### src/rtl/video_timing_monitor.sv
// Passive checker behind the test pattern generator: measures line/frame timing,
// tracks frame-to-frame lock and verifies the incrementing grey pixel sequence.
`timescale 1ns/1ps
module video_timing_monitor #(
  parameter int PW     = 8,
  parameter int H_BITS = 12,
  parameter int V_BITS = 12
) (
  input  logic              clk,
  input  logic              rst,
  input  logic              hs,
  input  logic              vs,
  input  logic              vld,
  input  logic [3*PW-1:0]   rgb,
  input  logic              clr,
  output logic [H_BITS-1:0] h_total,
  output logic [H_BITS-1:0] h_sync,
  output logic [H_BITS-1:0] h_active,
  output logic [V_BITS-1:0] v_total,
  output logic [V_BITS-1:0] v_active,
  output logic              meas_valid,
  output logic              locked,
  output logic              err_line,
  output logic              err_frame,
  output logic              err_pix
);

  // state  | meaning
  // SEARCH | waiting for the first frame boundary, nothing published
  // ALIGN  | publishing frames, waiting for two identical frames in a row
  // LOCKED | publishing frames, timing stable; line and frame changes flagged
  typedef enum logic [1:0] {SEARCH, ALIGN, LOCKED} vtmState;

  localparam logic [H_BITS-1:0] H_ONE = H_BITS'(1);

  vtmState state, stateNext;

  logic            hsR, vsR, vldR, hsRD, vsRD;
  logic [3*PW-1:0] rgbR;
  logic            hsRise, hsFall, vsRise;

  logic [H_BITS-1:0] hc, syncCnt, ac, lineLen, lineAct;
  logic              hsSeen;
  logic [V_BITS-1:0] vc, va, vcNext, vaNext, snapTotal, snapActive;
  logic              pubPend;

  logic [PW-1:0] pixR, pixG, pixB, prevR, prevNext;
  logic          prevValid, pixBad, lineErr;
  logic          frameMatch, publish, setErrFrame;

  always_ff @(posedge clk or posedge rst) begin
    if (rst) begin
      hsR  <= 1'b0;
      vsR  <= 1'b0;
      vldR <= 1'b0;
      rgbR <= '0;
      hsRD <= 1'b0;
      vsRD <= 1'b0;
    end else begin
      hsR  <= hs;
      vsR  <= vs;
      vldR <= vld;
      rgbR <= rgb;
      hsRD <= hsR;
      vsRD <= vsR;
    end
  end

  assign hsRise = hsR & ~hsRD;
  assign hsFall = ~hsR & hsRD;
  assign vsRise = vsR & ~vsRD;

  // A line closing in the same cycle as vs still belongs to the ending frame.
  assign vcNext = (hsRise && vc != '1) ? vc + 1'b1 : vc;
  assign vaNext = (hsRise && ac != '0 && va != '1) ? va + 1'b1 : va;

  always_ff @(posedge clk or posedge rst) begin
    if (rst) begin
      hc      <= '0;
      ac      <= '0;
      lineLen <= '0;
      lineAct <= '0;
      hsSeen  <= 1'b0;
    end else if (hsRise) begin
      hc     <= H_ONE;
      hsSeen <= 1'b1;
      if (hsSeen) lineLen <= hc;
      if (ac != '0) lineAct <= ac;
      ac <= vldR ? H_ONE : '0;
    end else begin
      if (hc != '1) hc <= hc + 1'b1;
      if (vldR && ac != '1) ac <= ac + 1'b1;
    end
  end

  always_ff @(posedge clk or posedge rst) begin
    if (rst) begin
      syncCnt <= '0;
      h_sync  <= '0;
    end else begin
      if (hsRise) syncCnt <= H_ONE;
      else if (hsR && syncCnt != '1) syncCnt <= syncCnt + 1'b1;
      if (hsFall) h_sync <= syncCnt;
    end
  end

  // Frame totals are snapshotted at vs so the counters can restart immediately.
  always_ff @(posedge clk or posedge rst) begin
    if (rst) begin
      vc         <= '0;
      va         <= '0;
      snapTotal  <= '0;
      snapActive <= '0;
      pubPend    <= 1'b0;
    end else begin
      pubPend <= vsRise;
      if (vsRise) begin
        snapTotal  <= vcNext;
        snapActive <= vaNext;
        vc         <= '0;
        va         <= '0;
      end else begin
        vc <= vcNext;
        va <= vaNext;
      end
    end
  end

  assign frameMatch = (lineLen == h_total) && (lineAct == h_active) &&
                      (snapTotal == v_total) && (snapActive == v_active);

  always_ff @(posedge clk or posedge rst) begin
    if (rst) state <= SEARCH;
    else     state <= stateNext;
  end

  always_comb begin
    stateNext   = state;
    publish     = 1'b0;
    setErrFrame = 1'b0;
    case (state)
      SEARCH: if (pubPend) stateNext = ALIGN;
      ALIGN: begin
        if (pubPend) begin
          publish = 1'b1;
          if (frameMatch) stateNext = LOCKED;
        end
      end
      LOCKED: begin
        if (pubPend) begin
          publish = 1'b1;
          if (!frameMatch) begin
            stateNext   = ALIGN;
            setErrFrame = 1'b1;
          end
        end
      end
      default: stateNext = SEARCH;
    endcase
  end

  assign locked = (state == LOCKED);

  always_ff @(posedge clk or posedge rst) begin
    if (rst) begin
      h_total    <= '0;
      h_active   <= '0;
      v_total    <= '0;
      v_active   <= '0;
      meas_valid <= 1'b0;
    end else begin
      meas_valid <= publish;
      if (publish) begin
        h_total  <= lineLen;
        h_active <= lineAct;
        v_total  <= snapTotal;
        v_active <= snapActive;
      end
    end
  end

  assign pixR     = rgbR[3*PW-1:2*PW];
  assign pixG     = rgbR[2*PW-1:PW];
  assign pixB     = rgbR[PW-1:0];
  assign prevNext = prevR + 1'b1;
  assign pixBad   = vldR && ((pixR != pixG) || (pixG != pixB) ||
                             (prevValid && (pixR != prevNext)));

  assign lineErr = hsRise && (state == LOCKED) &&
                   ((hsSeen && (hc != h_total)) || ((ac != '0) && (ac != h_active)));

  always_ff @(posedge clk or posedge rst) begin
    if (rst) begin
      prevR     <= '0;
      prevValid <= 1'b0;
    end else if (vldR) begin
      prevR     <= pixR;
      prevValid <= 1'b1;
    end else if (clr) begin
      prevValid <= 1'b0;
    end
  end

  // A new error in the clr cycle survives the clear.
  always_ff @(posedge clk or posedge rst) begin
    if (rst) begin
      err_line  <= 1'b0;
      err_frame <= 1'b0;
      err_pix   <= 1'b0;
    end else begin
      err_line  <= (err_line  & ~clr) | lineErr;
      err_frame <= (err_frame & ~clr) | setErrFrame;
      err_pix   <= (err_pix   & ~clr) | pixBad;
    end
  end

endmodule

### config.mk
export PLATFORM = sky130hd
export DESIGN_NAME = video_timing_monitor
export DESIGN_NICKNAME = d
export VERILOG_FILES = /design/src/rtl/video_timing_monitor.sv
export SDC_FILE = /design/constraint.sdc
export NUM_CORES = 1
export LEC_CHECK = 0
export CAP_MARGIN = 40
export CORE_UTILIZATION = 52
export CTS_CLUSTER_DIAMETER = 100
export CTS_CLUSTER_SIZE = 14
export DETAILED_ROUTE_END_ITERATION = 8
export GPL_ROUTABILITY_DRIVEN = 1
export PLACE_DENSITY_LB_ADDON = 0.25
export SYNTH_ARGS = -nofsm -noshare
export SYNTH_HDL_FRONTEND = slang
export SYNTH_SLANG_ARGS = --single-unit
### constraint.sdc
create_clock -name clk -period 6.5 [get_ports clk]
set_clock_uncertainty 0.05 [all_clocks]
set_input_delay 0.65 -clock clk [delete_from_list [all_inputs] [get_ports clk]]
set_output_delay 0.65 -clock clk [all_outputs]
set_load 0.05 [all_outputs]
# Yosys cells after proc, flatten, opt, wreduce, memory -nomap -nowiden
# Index checks and enable logic that the tools add are counted.
# totals
mem_bits_ro	0
in_bits	30
wordCells	120
output_inout_bits	65
reg_bits	214
latchBits	0
memories	0
ram_bits	0
# op_classes
eq_ne	21
reduce_logical	27
div	0
n_bitwise	13
shifts	0
mux	24
magnitude_cmp	0
multipliers	0
add_sub_neg	6
# op_table
op	count
two-way mux 12 bit	10
adder 12 x 1 -> 12 bit (second input constant)	5
inequality test 12 bit (second input constant)	5
equality test 12 bit	4
inequality test 12 bit	2
inequality test 8 bit	3
logical AND 1 bit	14
nonzero test 12 bit	1
two-way mux 2 bit	5
adder 8 x 1 -> 8 bit (second input constant)	1
two-way mux 1 bit	8
inequality test 2 bit (second input constant)	4
nonzero test 2 bit	4
bitwise AND 1 bit	6
case mux 2 bit (3 select lines)	1
AND reduction 5 bit	1
inverter 1 bit	4
AND reduction 2 bit	2
logical OR 1 bit	3
OR 1 bit	3
equality test 2 x 1 -> 1 bit (second input constant)	1
equality test 2 bit (second input constant)	1
zero test 2 bit	1
inequality test 2 x 1 -> 1 bit (second input constant)	1
OR reduction 2 bit	1

# Depth between registers and ports, before layout
# logic_depth
depth_word	8
mapped_depth	8
mapped_depth_nobuf	8

# Worst setup path after synthesis
# Ideal clock, no wire load.
# synth_path
path_type	register to register
start	register state[0]
end	register v_active[0]
arrival_time_ns	1.868
setup_ns	0.125
path_slack_ns	4.457
period_less_slack_ns	2.043
n_path_buf	2
stages_incl_launch_ff	7
required_ns	6.325
path_cell_list	dfrtp_1 > inv_1 > ha_1 > nand2_1 > clkbuf_1 > buf_1 > mux2_2
# synth_via
elab_chain_len	3
word_cells_on_any_way	4
cone_classes	eq/ne: 2; mux: 1; reduce/logical: 1
# synth_rtl
element	line	rtl
start, declared	36	vtmState state, stateNext;
start signal, assigned	134	else state <= stateNext;
equality test 2 bit / equality test 2 x 1 -> 1 bit (equally long branches)	141	case (state)
OR reduction 2 bit (no source line) (*)	-	
two-way mux 1 bit (*)	-	
end signal, assigned	177	v_active <= snapActive;
end, declared	20	output logic [V_BITS-1:0] v_active,
# Every way passes the cells marked *; elsewhere a longest branch is shown, timed or not.
# A chain may end at the register's enable or synchronous reset.

# Worst setup path in the final report
# layout_path
start	register state[0]
end	output locked
# layout_via
elab_chain_len	1
# layout_rtl
element	line	rtl
equality test 2 bit	162	assign locked = (state == LOCKED);
end, declared	22	output logic locked,
# No other way between the ends.

==> results.tsv <==
stage	metric	value	unit
yosys	synth.area.top_cells	dfrtp_1 (56%), mux2_2 (11%), xor2_1 (8.6%)	
route	drt-met1-wl	8856	um
die	die_ar	19070	sq um
placed_design	detailedPlacementHpwl	13350	um
clock_tree	clock_latency	0.48	ns
final_layout	final_cells	1135	
clock_tree	cts-hold-fix-buffers	0	
route	routed_wirelength	19030	um
power	sw_power	1.060	mW
clock_tree	post_cts_resized	0	
placed_design	dpl-instance-area	10820	sq um
timing	timing.max_slew.rel_slack	0.4433	
global_routing	grt_max_degree	69	
global_routing	grt_first_pass_wirelength	32020	um
setup_path	path_max_fanout	7	
power	post-layout-total-power	3.373	mW
timing	timing.fmax	0.3475	GHz
timing	setup_viol_count_final	0	
timing	tightestPinTransition	0.8299	ns
yosys	yosysSeqAreaShare	0.5561	
power	pwr-share-clk	0.289	
yosys	syn_area	9630	sq um
timing	worst_hold_slack_after_final_layout	0.3355	ns
yosys	synth.largest_area_cell	dfrtp_1	
route	vias_per_cell	5.439	
route	initialDrtViolationCount	290	
final_layout	post-route-cell-area	11310	sq um
yosys	ys.flop_type	dfrtp_1	
power	p_int	2.313	mW
power	sequentialPowerShare	0.478	
clock_tree	cts_max_level	1	
route	met3RoutedLength	823	um
die	core-area	18090	sq um
route	num_vias	6173	
route	drt-pass1-iter-count	6	
global_routing	global_route.overflow_total	0	
yosys	yosys_warnings	0	
timing	report.final.slew_viol_count	0	
power	power_density	298.1	nW/um^2
timing	fin_setup_tns	0	ns
route	routed.top_layer	met4	
setup_path	timing_worst_setup_path_type	register to output port	
route	drcViolationCount	6	
outcome	failed_checks	DRC	
setup_path	worstReg2RegStart	ac[0]$_DFFE_PP0P_	
die	width_of_the_die	138.1	um
final_layout	final_nets	946	
yosys	synth_enable_flop_cells	0	
setup_path	launching_element_type_of_the_critical_path	register	
yosys	syn-mean-instance-area	11.80	sq um
worst_hold_path	hold_path.startpoint	vsR$_DFF_PP0_	
clock_tree	post-cts-setup-buffers	0	
clock_tree	clock_sinks	214	
placed_design	io_buffer_count	94	
final_layout	final_layout_size_suffix_gt1_frac	0.1534	
clock_tree	clk_pin_slew	0.06	ns
placed_design	globalplace.congestion	0.8099	
final_layout	syn_to_final_growth	17.49	%
final_layout	layout.core_utilization	0.6256	
yosys	netlist-cell-type-count	54	
setup_path	crit_path_arrival_time	2.18	ns
yosys	postSynthNetCount	856	
clock_tree	cts_tree	done	
global_routing	grt_antenna_before_repair	0	
timing	grt_setup_unrepaired	no	
route	ant_nets	0	
job	max_cap_viol_count	0	
global_routing	globalRouteTotalUtil	0.2094	
clock_tree	cts-buffers-inserted	19	
yosys	postSynthRegisterBits	214	
die	io_pins	95	
placed_design	place.detailed.instances	1114	
timing	layout_min_cycle_time	2.878	ns
power	portion_of_total_power_attributed_to_combinational_logic	0.233	
route	wl_per_cell	16.76	um
outcome	outcome	finished, violations left	
final_layout	largest_reg_flops	24	
global_routing	via_count_of_the_first_global_routing_pass	6262	
timing	finalHoldViolations	0	
yosys	ys_async_sr_fraction	1.000	
power	power_switching_share	0.3143	
setup_path	setup.worst_path.end_class	output port	
clock_tree	clock_tree.root_cell	clkbuf_16	
final_layout	antennaDiodeCount	0	
timing	period_share	0.4428	
power	p_leak	5.389	nW
setup_path	worst-endpoint-required	5.80	ns
final_layout	top_register	rgbR	
placed_design	placement.setup.worst_slack	3.905	ns
route	routed-wl-met2	8981	um
yosys	yosys.area.top_type_share	0.5561	
power	worst_ir_drop_vdd	189.5	uV
die	die_h	138.1	um
die	start_util	0.5325	
worst_hold_path	min-delay-path-class	register to register	
yosys	netlist_instances	816	
timing	setup_ws	3.622	ns
die	row_count	49	
setup_path	critPathLaunch	state[0]$_DFFE_PP0P_	
clock_tree	clockBufferDepth	3	
[cells in the final DEF (no fill, tap or decap), types with 10 or more instances in the layout]
master / instances
o21ai_0: 21
ha_1: 10
dfrtp_1: 214
mux2_2: 93
and3_1: 14
xnor2_1: 34
nand4_1: 18
clkbuf_16: 19
o21ai_1: 12
clkdlybuf4s50_1: 94
nor3_1: 15
nand2_1: 54
inv_1: 16
nand3_1: 32
nor4_1: 15
nor2_1: 69
xor2_1: 95
[logic make-up after synthesis]
group / count (synthesis) / share of synthesized area
compound gates: 66 / 0.04885
xor+xnor: 129 / 0.1173
fa+ha+maj: 10 / 0.01299
buf+inv: 51 / 0.02157
flops: 214 / 0.5561
mux: 98 / 0.1139
simple gates: 248 / 0.1293
[critical path, cell delays in order (launching register included)]
cell and delay [ns]:
dfrtp_1 0.40, inv_1 0.13, ha_1 0.31, clkdlybuf4s50_1 0.86
[cells in the mapped netlist, drive strengths merged (2+ instances only)]
library cell	n
nand3	32
o21ai	34
nor2	69
nor3	17
nand2	55
clkbuf	22
xor2	95
and4	6
nand4	19
xnor2	34
and2	3
o32ai	2
inv	17
a21oi	7
or3	2
buf	11
nor4	17
mux2	93
o211ai	3
mux2i	5
nor3b	3
dfrtp	214
nand2b	5
a31oi	4
and3	16
o22ai	4
ha	10
[layout make-up]
| type | count | area, sq um |
|---|---|---|
| fillers | 1476 | 6771 |
| well taps | 229 | 286.5 |
| multi-input cells | 551 | 4073 |
| inverters | 18 | 71.32 |
| flip-flops and latches | 214 | 5355 |
| clock inverters | 2 | 20.02 |
| clock buffers | 19 | 475.5 |
| repair buffers | 102 | 1033 |
[per-layer routing]
metal,GRT usage,up-vias
li1,-,2984
met1,0.2930,3048
met2,0.3426,115
met3,0.03395,26
met4,0.05263,0
met5,0,-
[power groups by stage]
stage	Clock, mW	Sequential [mW]	Combinational (mW)
6_report	0.974	1.61	0.785
3_5_place_dp	0	1.64	0.789
4_1_cts	0.998	1.61	0.793
3_3_place_gp	0	1.63	0.772
5_1_grt	1.05	1.63	0.849
2_1_floorplan	0	1.75	0.407
[worst paths after layout]
| path | to | slack (ns) | depth (start not counted) |
|---|---|---|---|
| max | locked | 3.62 | 3 |
| min | vsRD$_DFF_PP0_ | 0.34 | 0 |
| max reg2reg | snapActive[7]$_DFFE_PP0P_ | 4.03 | 8 |
| min reg2reg | vsRD$_DFF_PP0_ | 0.34 | 0 |
| max in group asynchronous | v_total[0]$_DFFE_PP0P_ | 4.50 | 5 |
| min in group asynchronous | h_sync[8]$_DFFE_PP0P_ | 0.60 | 3 |
Power figures use the tool's default switching activity.
